<file path="src/rtl/hazard_scoreboard.sv">
// Hazard unit between ID and EX: combinational operand-forward selects plus a
// per-register latency scoreboard that stalls issue on RAW and out-of-order WAW.
module hazard_scoreboard #(
  parameter int NUM_REGS = 32,
  parameter int NUM_SRC  = 3,
  parameter int NUM_FWD  = 3,
  parameter int MAX_LAT  = 15,
  parameter int LAT_W    = $clog2(MAX_LAT + 1),
  parameter int SEL_W    = $clog2(NUM_FWD + 1)
) (
  input  logic                     clk,
  input  logic                     rst_n,
  input  logic                     id_valid,
  input  logic [NUM_SRC*5-1:0]     id_rs_addr,
  input  logic [NUM_SRC-1:0]       id_rs_used,
  input  logic                     id_rd_we,
  input  logic [4:0]               id_rd_addr,
  input  logic [LAT_W-1:0]         id_lat,
  output logic                     issue_ready,
  input  logic                     flush_ex,
  input  logic [NUM_SRC*5-1:0]     ex_rs_addr,
  input  logic [NUM_FWD-1:0]       stage_we,
  input  logic [NUM_FWD*5-1:0]     stage_rd,
  output logic [NUM_SRC*SEL_W-1:0] fwd_sel,
  output logic [31:0]              stall_cnt
);

  // Issue handshake: an instruction moves ID->EX on a clock edge where
  // id_valid & issue_ready & ~flush_ex; issue_ready never looks at id_valid.

  logic [LAT_W-1:0] cnt [NUM_REGS];
  logic             last_v;
  logic [4:0]       last_rd;
  logic [LAT_W-1:0] last_prev;

  logic             raw_hazard;
  logic             waw_hazard;
  logic             issue;
  logic             load_cnt;
  logic             restore;
  logic [LAT_W-1:0] restore_val;

  // Descending scan so the youngest matching stage is the one left standing.
  always_comb begin
    fwd_sel = '0;
    for (int i = 0; i < NUM_SRC; i++) begin
      for (int k = NUM_FWD - 1; k >= 0; k--) begin
        if (ex_rs_addr[5*i +: 5] != 5'd0 && stage_we[k] &&
            stage_rd[5*k +: 5] == ex_rs_addr[5*i +: 5]) begin
          fwd_sel[SEL_W*i +: SEL_W] = SEL_W'(k + 1);
        end
      end
    end
  end

  always_comb begin
    raw_hazard = 1'b0;
    for (int i = 0; i < NUM_SRC; i++) begin
      if (id_rs_used[i] && id_rs_addr[5*i +: 5] != 5'd0 &&
          cnt[id_rs_addr[5*i +: 5]] != '0) begin
        raw_hazard = 1'b1;
      end
    end
  end

  assign waw_hazard  = id_rd_we && id_rd_addr != 5'd0 && cnt[id_rd_addr] > id_lat;
  assign issue_ready = ~(raw_hazard | waw_hazard);
  assign issue       = id_valid & issue_ready & ~flush_ex;
  assign load_cnt    = issue & id_rd_we & (id_rd_addr != 5'd0) & (id_lat != '0);
  assign restore     = flush_ex & last_v;
  // Two edges have passed since the killed instruction sampled last_prev.
  assign restore_val = (last_prev > LAT_W'(2)) ? last_prev - LAT_W'(2) : '0;

  // cnt[0] is reset and never written again, so x0 never carries a hazard.
  always_ff @(posedge clk or negedge rst_n) begin
    if (!rst_n) begin
      for (int r = 0; r < NUM_REGS; r++) cnt[r] <= '0;
      last_v    <= 1'b0;
      last_rd   <= 5'd0;
      last_prev <= '0;
      stall_cnt <= 32'd0;
    end else begin
      for (int r = 1; r < NUM_REGS; r++) begin
        if (restore && last_rd == 5'(r)) begin
          cnt[r] <= restore_val;
        end else if (load_cnt && id_rd_addr == 5'(r)) begin
          cnt[r] <= id_lat;
        end else if (cnt[r] != '0) begin
          cnt[r] <= cnt[r] - LAT_W'(1);
        end
      end
      last_v <= issue;
      if (issue) begin
        last_rd   <= id_rd_addr;
        last_prev <= cnt[id_rd_addr];
      end
      if (id_valid && !issue_ready && !flush_ex && stall_cnt != 32'hFFFF_FFFF) begin
        stall_cnt <= stall_cnt + 32'd1;
      end
    end
  end

endmodule

</file>
<file path="config.mk">
export PLATFORM = sky130hd
export DESIGN_NAME = hazard_scoreboard
export DESIGN_NICKNAME = d
export VERILOG_FILES = /design/src/rtl/hazard_scoreboard.sv
export SDC_FILE = /design/constraint.sdc
export NUM_CORES = 1
export LEC_CHECK = 0
export BUFFER_PORTS_ARGS = -buffer_cell sky130_fd_sc_hd__buf_2
export CAP_MARGIN = 20
export CORE_MARGIN = 10
export CORE_UTILIZATION = 50
export DETAILED_ROUTE_END_ITERATION = 16
export PLACE_DENSITY_LB_ADDON = 0.05
export SETUP_SLACK_MARGIN = 0.05
export SLEW_MARGIN = 0
export SYNTH_ARGS = -nofsm -noshare
export SYNTH_HDL_FRONTEND = slang
export SYNTH_SLANG_ARGS = --single-unit
</file>
<file path="constraint.sdc">
create_clock -name clk -period 9 [get_ports clk]
set_input_delay 1.8 -clock clk [delete_from_list [all_inputs] [get_ports clk]]
set_output_delay 1.8 -clock clk [all_outputs]
set_load 0.02 [all_outputs]
</file>
# [Word level (Yosys, flattened, before mapping)]
# Cells that the tools add are included.
[word_totals] regBits=166 inputBits=65 output_inout_bits=39 elab_cells=442
[op_classes] add_sub_neg=33 order_cmp=6 eq_ne=72 muxes=118 n_bitwise=13 reduce_logical=165
[ops] op="4-bit two-way mux" count=102
[ops] op="5-bit equality test, second input constant" count=32
[ops] op="4-bit nonzero test" count=35
[ops] op="4-bit by 1-bit subtractor with 4-bit output, second input constant" count=31
[ops] op="3-bit nonzero test" count=31
[ops] op="1-bit logical AND" count=91
[ops] op="4-bit binary-select mux with 5-bit select" count=4
[ops] op="5-bit by 4-bit equality test with 1-bit output, second input constant" count=16
[ops] op="5-bit equality test" count=9
[ops] op="5-bit by 3-bit equality test with 1-bit output, second input constant" count=8
[ops] op="5-bit nonzero test" count=7
[ops] op="32-bit by 1-bit adder with 32-bit output, second input constant" count=1
[ops] op="32-bit inequality test, second input constant" count=1
[ops] op="6-bit greater-or-equal comparator, second input constant" count=4
[ops] op="5-bit inverter with 6-bit output" count=4
[ops] op="5-bit by 2-bit equality test with 1-bit output, second input constant" count=4
[ops] op="2-bit two-way mux" count=9
[ops] op="5-bit by 1-bit equality test with 1-bit output, second input constant" count=2
[ops] op="1-bit bitwise AND" count=6
[ops] op="4-bit by 2-bit greater-than comparator with 1-bit output, second input constant" count=1
[ops] op="4-bit greater-than comparator" count=1
[ops] op="4-bit by 2-bit subtractor with 4-bit output, second input constant" count=1
[ops] op="1-bit two-way mux" count=3
[ops] op="1-bit inverter" count=2
[ops] op="other kinds (2)" count=2

# [Logic depth before layout (Yosys ltp)]
# Gate-level depths: netlist (run 1).
[depth] depth_word=19 ltp_mapped=21 depth_no_buf=16

# [Least setup slack after synthesis (run 1)]
# Ideal clock, no wire load.
[synth_timing] path_type="in2out" start="in id_rd_addr[0]" end="out issue_ready" arrival_ns=6.271 required_time_ns=7.200 slack_ns=0.929 path_stages=16 n_path_buf=6 path_cell_list="buf_2 > buf_1 > clkbuf_1 > mux4_2 > mux4_2 > mux2_2 > ha_1 > nor2b_1 > o21a_1 > o21ai_0 > a21oi_1 > or4_1 > clkbuf_1 > buf_4 > a211oi_2 > buf_2"
[synth_between] elab_chain_cells=8 elab_cells_between_ends=10 cone_classes="order compare: 1; mux: 3; bitwise: 3; reduce/logical: 3"
[synth_lines] item="from (decl)" line="17" rtl="input logic [4:0] id_rd_addr,"
[synth_lines] item="5-bit inverter with 6-bit output (implied by the code)" line="66" rtl="assign waw_hazard = id_rd_we && id_rd_addr != 5'd0 && cnt[id_rd_addr] > id_lat;"
[synth_lines] item="4-bit binary-select mux with 5-bit select" line="66"
[synth_lines] item="4-bit two-way mux (implied by the code) (2 in series)" line="66"
[synth_lines] item="4-bit greater-than comparator" line="66"
[synth_lines] item="1-bit logical AND *" line="66"
[synth_lines] item="1-bit OR *" line="67" rtl="assign issue_ready = ~(raw_hazard | waw_hazard);"
[synth_lines] item="1-bit inverter *" line="67"
[synth_lines] item="to (decl)" line="19" rtl="output logic issue_ready,"
# Mark *: on every way between the ends. The rest lies on a longest branch, timed or not. The select of a mux whose other input is x is not followed.

# [Worst setup path in the final report (run 1)]
# Same ends and word-level chain as after synthesis.

==> results of run 1 <==
==> state kept, by name (all words and copies together) (netlist names) <==
name / flops
last_prev: 4
stall_cnt: 32
cnt: 124
last_v: 1
last_rd: 5
==> per-layer routing <==
metal	GRT usage	share of wire
met2	0.416	0.45
met4	0.0863	0.026
met5	0	0
met1	0.368	0.45
met3	0.0496	0.079
==> logic make-up (layout without fill, tap and decap cells) <==
group | count (synthesis) | in the layout
AOI/OAI and AO/OA | 271 | 271
muxes | 212 | 212
buffers and inverters | 169 | 240
DFF | 166 | 166
xor gates and xnor gates | 106 | 106
adders and majority gates | 68 | 68
and+or+nand+nor | 748 | 748
==> stage by stage <==
stage / setup WS, ns / hold slack [ns]
4_1_cts: 1.25 / 0.494
2_1_floorplan: 0.929 / 0.505
3_3_place_gp: 1.33 / 0.476
3_5_place_dp: 1.26 / 0.481
6_report: 1.20 / 0.492
5_1_grt: 0.986 / 0.515
==> cell type report <==
| class | count | area (um^2) |
|---|---|---|
| fillers | 2814 | 13600 |
| flip-flops and latches | 166 | 4150 |
| well taps | 396 | 495 |
| inverters | 86 | 323 |
| clock inverters | 15 | 200 |
| multi-input cells | 1405 | 10700 |
| repair buffers | 122 | 664 |
| clock buffers | 17 | 425 |
==> placed cells by master (no fill, tap or decap), types with 4 or more instances in the layout <==
cell type and instances:
nand2_1 233, nor2_1 188, dfrtp_1 166, mux2i_1 134, buf_2 102, inv_1 85
ha_1 68, xnor2_1 60, nor3_1 59, nand3_1 55, a21o_1 50, mux4_2 47
nor4_1 47, xor2_1 46, nand2b_1 45, o21ai_0 39, a21oi_1 37, a2111oi_4 32
o21a_1 29, or3_1 28, a211o_1 27, a211oi_1 21, buf_4 19, and3_1 18
nand4_1 17, mux2_1 17, clkbuf_16 17, or4_1 15, nor2b_1 14, mux2_2 13
nor3b_1 8, a2111oi_0 5, nand3b_1 5, inv_8 5, inv_6 4
==> final timing paths <==
path | to | slack [ns] | cells past startpoint | from
min in group asynchronous | cnt[114]$_DFFE_PN0P_ | 1.44 | 1 | rst_n
max | issue_ready | 1.20 | 12 | id_rd_addr[0]
max reg2reg | cnt[11]$_DFFE_PN0P_ | 4.08 | 13 | cnt[9]$_DFFE_PN0P_
min reg2reg | stall_cnt[10]$_DFFE_PN0P_ | 0.49 | 1 | stall_cnt[10]$_DFFE_PN0P_
max in group asynchronous | cnt[16]$_DFFE_PN0P_ | 6.00 | 2 | rst_n
min | stall_cnt[10]$_DFFE_PN0P_ | 0.49 | 1 | stall_cnt[10]$_DFFE_PN0P_
==> power groups by stage <==
stage / registers [W] / clock network (W) / logic, W
3_3_place_gp: 0.00164 / 0 / 0.00286
3_5_place_dp: 0.00162 / 0 / 0.00293
6_report: 0.00164 / 0.000816 / 0.00298
5_1_grt: 0.00168 / 0.000849 / 0.00329
2_1_floorplan: 0.00139 / 0 / 0.00226
4_1_cts: 0.00161 / 0.000822 / 0.00295
==> critical path: stages <==
cell and delay (ns):
buf_2 0.67, mux4_2 0.60, mux4_2 0.51, mux2_2 0.30, ha_1 0.29, nor2b_1 0.14, o21a_1 0.16, o21ai_0 0.15
a21oi_1 0.14, or4_4 0.55, a211oi_4 0.41, buf_2 0.26
==> reports/metrics.cfg, run 1 <==
[outcome]
status=finished clean

[global_route]
globalRouteTotalUtil=0.268
grt_pass1_wl_mm=81.2
grt-ovfl-total=0
antenna_found_initial=0
grt_pass1_vias=13800
grt_max_degree=98

[worst_setup_path]
endpoint_kind=output pin
critPathKind=input port to output pin
arrival_ns=6.00
cp.required_ns=7.20
start_kind=input port
crit_fanout=30

[place]
placed_area_um2=16300
dp_hpwl_mm=37.0
dp_cells=2175
place_congestion=0.931
portBuffers=103

[floorplanning]
ioPinCount=104
initial_core_util=0.507
dieArea_um2=38400
die_h_um=196
fp.coreArea_um2=30600
die_w_um=196
num_rows=64

[timing]
tightest_slew_ns=1.14
fin_setup_tns_ns=0
hold_violations=0
setup_viol=0
fin_crit_sh=0.867
rsz0062_at_grt=false
fin_crit_ns=7.80
fin_skew_ns=0.0111
relSlewSlack=0.234
fmax_mhz=128
maxSlewViolCount=0

[finish]
final_core_util=0.555
area_growth_pct=9.52
num-nets-final=1931
stdcell_area_um2=17000
num_antenna_cells=0
fin_cells=2207
drive_gt1_frac=0.145

[drt]
wl_per_cell_um=23.6
wl_mm=52.0
ant_nets=0
vias_per_cell=6.30
vias=13900
drc=0
drt_iter0_drc=1493
drtPass1Iterations=5

[power_and_ir_drop]
seqPwrFrac=0.302
power.total_w=0.00544
ir_drop_v=0.000189
power.share.clock=0.150
combPwrFrac=0.548
power.switching_w=0.00261
power_density_nw_per_um2=320
power.leakage_nw=7.34
internal-power_w=0.00283
swShare=0.480

[clock_network]
cts_buffer_depth=2
cts_hold_buffers=0
clkTransAtPathRegs_ns=0.07
numClockSinks=166
numCtsBuffers=17
cts_resized=0
cts_tree=done
htree_levels=4
post-cts-setup-buffers=0
cts_root_buf=clkbuf_16
clk_latency_ns=0.46

[synthesis]
netlist_area_um2=15500
ys.flop_type=dfrtp_1
async_reset_ff_frac=1.00
synth.distinct_cells=63
synth_most_common_cell=nand2_1
synth_edf_count=0
yosysWarnings=4
synth_area_leaders=dfrtp_1, mux2i_1, mux4_2
syn_avg_cell_area_um2=8.90
synthSimpleGateAreaFrac=0.229
synth-compound-area-share=0.165
synthAdderAreaFrac=0.0549
yosys-top-cells-count=nand2_1, nor2_1, dfrtp_1
synth_nets=1873
synth-xor-area-share=0.0599
synth_top_family_by_area=simple AND/OR/NAND/NOR gates
netlist_instances=1740
synth_top_area_share=0.268
synth_mux_area_frac=0.177
synth_seq_cells=166
yosysTopAreaCell=dfrtp_1
ys_seq_area_frac=0.268

[worst_hold_path]
hp-class=register to register

[run]
cap_viol_max_count=0

(Power assumes the default switching activity.)
==> run 2, diff against run 1 <==
==> constraint.sdc (replaced) <==
create_clock -name clk -period 7.4 [get_ports clk]
set_input_delay 1.48 -clock clk [delete_from_list [all_inputs] [get_ports clk]]
set_output_delay 1.48 -clock clk [all_outputs]
set_load 0.02 [all_outputs]
==> reports/metrics.cfg, run 2 (synthesis results as in run 1) <==
[finish]
area_growth_pct=9.56  ; about the same
fillers=2818  ; +0.14%
top_register=cnt
drive_gt1_frac=0.147  ; +0.00235
top_regs=cnt: 124 flops, stall_cnt: 32 flops, last_rd: 5 flops
seqCellArea_um2=4150  ; unchanged
mostFrequentLayoutCells=nand2_1, nor2_1, dfrtp_1, mux2i_1, buf_2
multi_input_area_um2=10700  ; unchanged
final_core_util=0.555  ; about the same
largest_register_ffs=124  ; unchanged
layout_commonest_cell=nand2_1
num-nets-final=1936  ; +0.26%

[worst_setup_path]
critical-path-top-delay-family=buffers and inverters
rr_worst_depth=13  ; unchanged
arrival_ns=5.46  ; -0.54 ns
r2r-start=cnt[13]$_DFFE_PN0P_
cp_num_cells=14  ; +2
startpoint=id_rd_addr[0]
rrSetupSlack_ns=2.55  ; -1.53 ns
crit_slowest_cell=or4_4
critPathKind=input port to output pin
crit_fanout=20  ; -33%
slowest_delay_ns=0.55  ; -0.12 ns
path_buf_inv=4  ; +2
cp_cell_sequence=buf_2 -> buf_4 -> nor2b_1 -> buf_4 -> a22o_1 -> mux4_2 -> mux2_2 -> ha_1 -> o21a_1 -> o21ai_0 -> a21oi_1 -> or4_4 -> a211oi_4 -> buf_2
crit_end=issue_ready
cp.required_ns=5.92  ; -1.28 ns
endpoint_kind=output pin
start_kind=input port
r2r_end=cnt[123]$_DFFE_PN0P_

[global_route]
grt_max_degree=68  ; -31%
globalRouteTotalUtil=0.268  ; about the same
grt_pass1_wl_mm=80.6  ; -0.80%
grt-ovfl-total=0  ; unchanged
grt_pass1_vias=13700  ; -0.39%
antenna_found_initial=0  ; unchanged

[drt]
drt_iter0_drc=1460  ; -2.2%
wl_mm=52.2  ; +0.45%
wl_per_cell_um=23.6  ; +0.18%
drc=0  ; unchanged
vias_per_cell=6.36  ; +0.90%
vias=14100  ; +1.2%
drtPass1Iterations=6  ; +1
ant_nets=0  ; unchanged

[power_and_ir_drop]
power.leakage_nw=7.35  ; +0.18%
ir_drop_v=0.000217  ; +15%
power_density_nw_per_um2=385  ; +20%

[worst_hold_path]
hp-class=register to register
hold_depth=1  ; unchanged

[timing]
fin_crit_ns=6.94
maxSlewViolCount=0  ; unchanged
fmax_mhz=144
fin_setup_tns_ns=0  ; unchanged
rsz0062_at_grt=false
fin_skew_ns=0.0214  ; +0.0103 ns
tightest_slew_ns=1.04  ; -0.0985 ns
relSlewSlack=0.303  ; +0.0689
setup_viol=0  ; unchanged
hold_violations=0  ; unchanged
fin_crit_sh=0.938

[floorplanning]
num_rows=64  ; unchanged
die_w_um=196  ; unchanged
ioPinCount=104  ; unchanged
die_h_um=196  ; unchanged
initial_core_util=0.507  ; unchanged
dieArea_um2=38400  ; unchanged
fp.coreArea_um2=30600  ; unchanged

[clock_network]
cts_tree=done
htree_levels=4  ; unchanged
numCtsBuffers=17  ; unchanged
cts_hold_buffers=0  ; unchanged
cts_buffer_depth=2  ; unchanged
clkTransAtPathRegs_ns=0.08  ; about the same
cts_resized=0  ; unchanged
post-cts-setup-buffers=0  ; unchanged
clk_latency_ns=0.47  ; about the same
numClockSinks=166  ; unchanged
cts_root_buf=clkbuf_16

[place]
dp_hpwl_mm=37.4  ; +1.0%
portBuffers=103  ; unchanged
place_congestion=0.973  ; +4.5%

[run]
cap_viol_max_count=0  ; unchanged

[outcome]
status=finished clean

==> run 2: power breakdown <==
group	total, W	internal, W	switching, W
Sequential	0.00200	0.00131	0.000684
Clock	0.000929	0.000463	0.000465
Combinational	0.00362	0.00161	0.00201
==> run 2: cell type report <==
cell class                      count  area share
Antenna cell                        1    0.000147
Clock buffer                       18      0.0259
Clock inverter                     14     0.00899
Inverter                           86      0.0190
Multi-Input combinational cell   1405       0.631
Sequential cell                   166       0.245
Tap cell                          396      0.0292
Timing Repair Buffer              127      0.0414
==> run 2: how the worst min path moves through the flow <==
stage	startpoint	end	slack [ns]
final	stall_cnt[17]$_DFFE_PN0P_	stall_cnt[17]$_DFFE_PN0P_	0.49
after floorplan	last_prev[3]$_DFFE_PN0N_	last_prev[3]$_DFFE_PN0N_	0.50
after global routing	stall_cnt[27]$_DFFE_PN0P_	stall_cnt[27]$_DFFE_PN0P_	0.51
after CTS	stall_cnt[17]$_DFFE_PN0P_	stall_cnt[17]$_DFFE_PN0P_	0.49
after detailed placement	stall_cnt[17]$_DFFE_PN0P_	stall_cnt[17]$_DFFE_PN0P_	0.48
after global placement	stall_cnt[19]$_DFFE_PN0P_	stall_cnt[19]$_DFFE_PN0P_	0.48
==> run 2: per-layer routing <==
layer,GRT usage,share of wire
met3,0.0667,0.093
met5,0,0
met1,0.351,0.42
met4,0.116,0.041
met2,0.411,0.44
==> run 2: metrics by stage <==
stage	cell area, um^2	worst slack [ns]	hold slack (ns)	total power (W)	std cells
4_1_cts	17000	0.459	0.494	0.00650	2212
5_1_grt	17000	0.187	0.511	0.00702	2212
3_3_place_gp	16400	0.510	0.477	0.00548	2180
3_5_place_dp	16400	0.470	0.479	0.00555	2180
2_1_floorplan	15500	0.0885	0.505	0.00444	1740
6_report	17000	0.458	0.492	0.00654	2213
==> run 2: worst register-to-register path: cells and delay by family, from the launching register on <==
kind	cells	cell delay (ns)
adders and majority gates	1	0.29
and+or+nand+nor	2	0.69
muxes	4	1.70
buffers and inverters	1	0.44
AOI/OAI and AO/OA	5	1.15
DFF	1	0.51
==> run 3, diff against run 2 <==
--- a/config.mk
+++ b/config.mk
@@ -10,6 +10,7 @@
 export CORE_MARGIN = 10
 export CORE_UTILIZATION = 50
 export DETAILED_ROUTE_END_ITERATION = 16
+export GPL_TIMING_DRIVEN = 0
 export PLACE_DENSITY_LB_ADDON = 0.05
 export SETUP_SLACK_MARGIN = 0.05
 export SLEW_MARGIN = 0
==> reports/metrics.cfg, run 3 (synthesis results as in run 1) <==
[finish]
layout_commonest_cell=nand2_1
top_regs=cnt: 124 flops, stall_cnt: 32 flops, last_rd: 5 flops
area_growth_pct=11.6
largest_register_ffs=124  ; unchanged
top_register=cnt
num_antenna_cells=0  ; -1
mostFrequentLayoutCells=nand2_1, nor2_1, dfrtp_1, mux2i_1, buf_2
num-nets-final=1993  ; +2.9%
drive_gt1_frac=0.145  ; -0.00234

[clock_network]
clk_latency_ns=0.46  ; about the same
cts_hold_buffers=0  ; unchanged
cts_root_buf=clkbuf_16
numCtsBuffers=17  ; unchanged
clkTransAtPathRegs_ns=0.08  ; about the same
htree_levels=4  ; unchanged
cts_buffer_depth=2  ; unchanged
cts_tree=done
numClockSinks=166  ; unchanged

[global_route]
grt_max_degree=90  ; +32%
grt-ovfl-total=0  ; unchanged
globalRouteTotalUtil=0.279  ; +0.0107
antenna_found_initial=0  ; unchanged
grt_pass1_vias=13800  ; +0.20%
grt_pass1_wl_mm=83.1  ; +3.1%

[timing]
maxSlewViolCount=0  ; unchanged
tightest_slew_ns=1.26  ; +0.214 ns
hold_violations=0  ; unchanged
hold_ws_ns=0.489  ; -0.00249 ns
fin_crit_ns=7.24  ; +0.303 ns
fin_skew_ns=0.0147  ; -0.00675 ns
fmax_mhz=138  ; -4.2%
fin_crit_sh=0.979  ; +0.0410
relSlewSlack=0.155  ; -0.148
setup_viol=0  ; unchanged
post-route-worst-setup-slack_ns=0.155  ; -0.303 ns
rsz0062_at_grt=false

[drt]
drt_iter0_drc=1416  ; -3.0%
ant_nets=0  ; unchanged
wl_mm=54.4  ; +4.1%
vias_per_cell=6.30  ; -0.86%
drc=0  ; unchanged
wl_per_cell_um=24.0  ; +1.5%
drtPass1Iterations=5  ; -1
vias=14300  ; +1.6%

[floorplanning]
fp.coreArea_um2=30600  ; unchanged
initial_core_util=0.507  ; unchanged
dieArea_um2=38400  ; unchanged
die_w_um=196  ; unchanged
ioPinCount=104  ; unchanged
die_h_um=196  ; unchanged
num_rows=64  ; unchanged

[place]
portBuffers=94  ; -8.7%
pre_cts_ws_ns=-1.54  ; -2.00 ns
place_congestion=0.971  ; -0.29%
dp_hpwl_mm=40.5  ; +8.4%

[power_and_ir_drop]
power_density_nw_per_um2=381  ; -1.0%
power.leakage_nw=7.49  ; +2.0%
ir_drop_v=0.000190  ; -12%

[worst_setup_path]
path_common_cell=clkbuf_8
rrSetupSlack_ns=2.49  ; -0.06 ns
crit_slowest_cell=mux4_2
arrival_ns=5.76  ; +0.30 ns
start_kind=input port
endpoint_kind=output pin
crit_fanout=10  ; -50%
critPathKind=input port to output pin
slowest_delay_ns=0.54  ; about the same
cp_cell_sequence=buf_2 -> clkbuf_8 -> clkbuf_8 -> mux4_2 -> mux4_2 -> mux2_2 -> ha_1 -> nor2b_1 -> o21a_1 -> o21ai_1 -> a21oi_2 -> or4_4 -> clkbuf_8 -> buf_6 -> a211oi_4 -> buf_6 -> buf_2
cp.required_ns=5.92  ; about the same

[worst_hold_path]
hp-class=register to register

[outcome]
status=finished clean

[run]
cap_viol_max_count=0  ; unchanged

## run 3: metal layers
metal,up-vias,track usage,share of wire
met5,-,0,0
met4,0,0.104,0.035
met3,104,0.0650,0.092
met2,665,0.429,0.45
met1,7038,0.373,0.43
li1,6490,-,-
## run 3: power by group
| part | leakage [nW] | internal (W) | switching, W |
|---|---|---|---|
| registers | 2.04 | 0.00131 | 0.000555 |
| clock network | 0.294 | 0.000488 | 0.000471 |
| logic | 5.16 | 0.00164 | 0.00213 |
## run 3: worst max-delay path: cells and delay by family
family / cells / cell delay (ns)
adder cells (fa/ha/maj): 1 / 0.29
AND/OR/NAND/NOR: 2 / 0.66
buffers and inverters: 7 / 1.29
multiplexers: 3 / 1.23
AO/OA/AOI/OAI: 4 / 0.77
## run 3: final timing paths
check,start,endpoint,depth (start not counted)
min in group asynchronous,rst_n,cnt[68]$_DFFE_PN0P_,1
max reg2reg,cnt[77]$_DFFE_PN0P_,cnt[43]$_DFFE_PN0P_,14
max in group asynchronous,rst_n,cnt[16]$_DFFE_PN0P_,2
max,id_rd_addr[1],issue_ready,17
min reg2reg,stall_cnt[19]$_DFFE_PN0P_,stall_cnt[19]$_DFFE_PN0P_,1
min,stall_cnt[19]$_DFFE_PN0P_,stall_cnt[19]$_DFFE_PN0P_,1
## run 3: final cells by class
cell class	count	area, um^2
fillers	2823	13300
plain buffers	82	494
clock buffers	17	425
flip-flops and latches	166	4150
inverters	86	323
clock inverters	15	188
repair buffers	102	566
multi-input cells	1405	10700
well taps	396	495
## run 3: stage by stage
| step | cells | setup TNS, ns | power (W) | utilization | cell area [um^2] |
|---|---|---|---|---|---|
| 6_report | 2269 | 0 | 0.00660 | 0.565 | 17300 |
| 5_1_grt | 2269 | 0 | 0.00709 | 0.565 | 17300 |
| 4_1_cts | 2267 | 0 | 0.00653 | 0.564 | 17300 |
| 3_5_place_dp | 2233 | -24.74 | 0.00552 | 0.540 | 16500 |
| 3_3_place_gp | 2230 | -21.70 | 0.00543 | 0.538 | 16500 |
| 2_1_floorplan | 1740 | 0 | 0.00444 | - | 15500 |
## run 3: timing repair
item / CTS / global route
buffers inserted: 3 / 0
gates resized for setup: 35 / 6
pin swaps: 1 / 1
endpoints found under the setup margin: 1 / 1
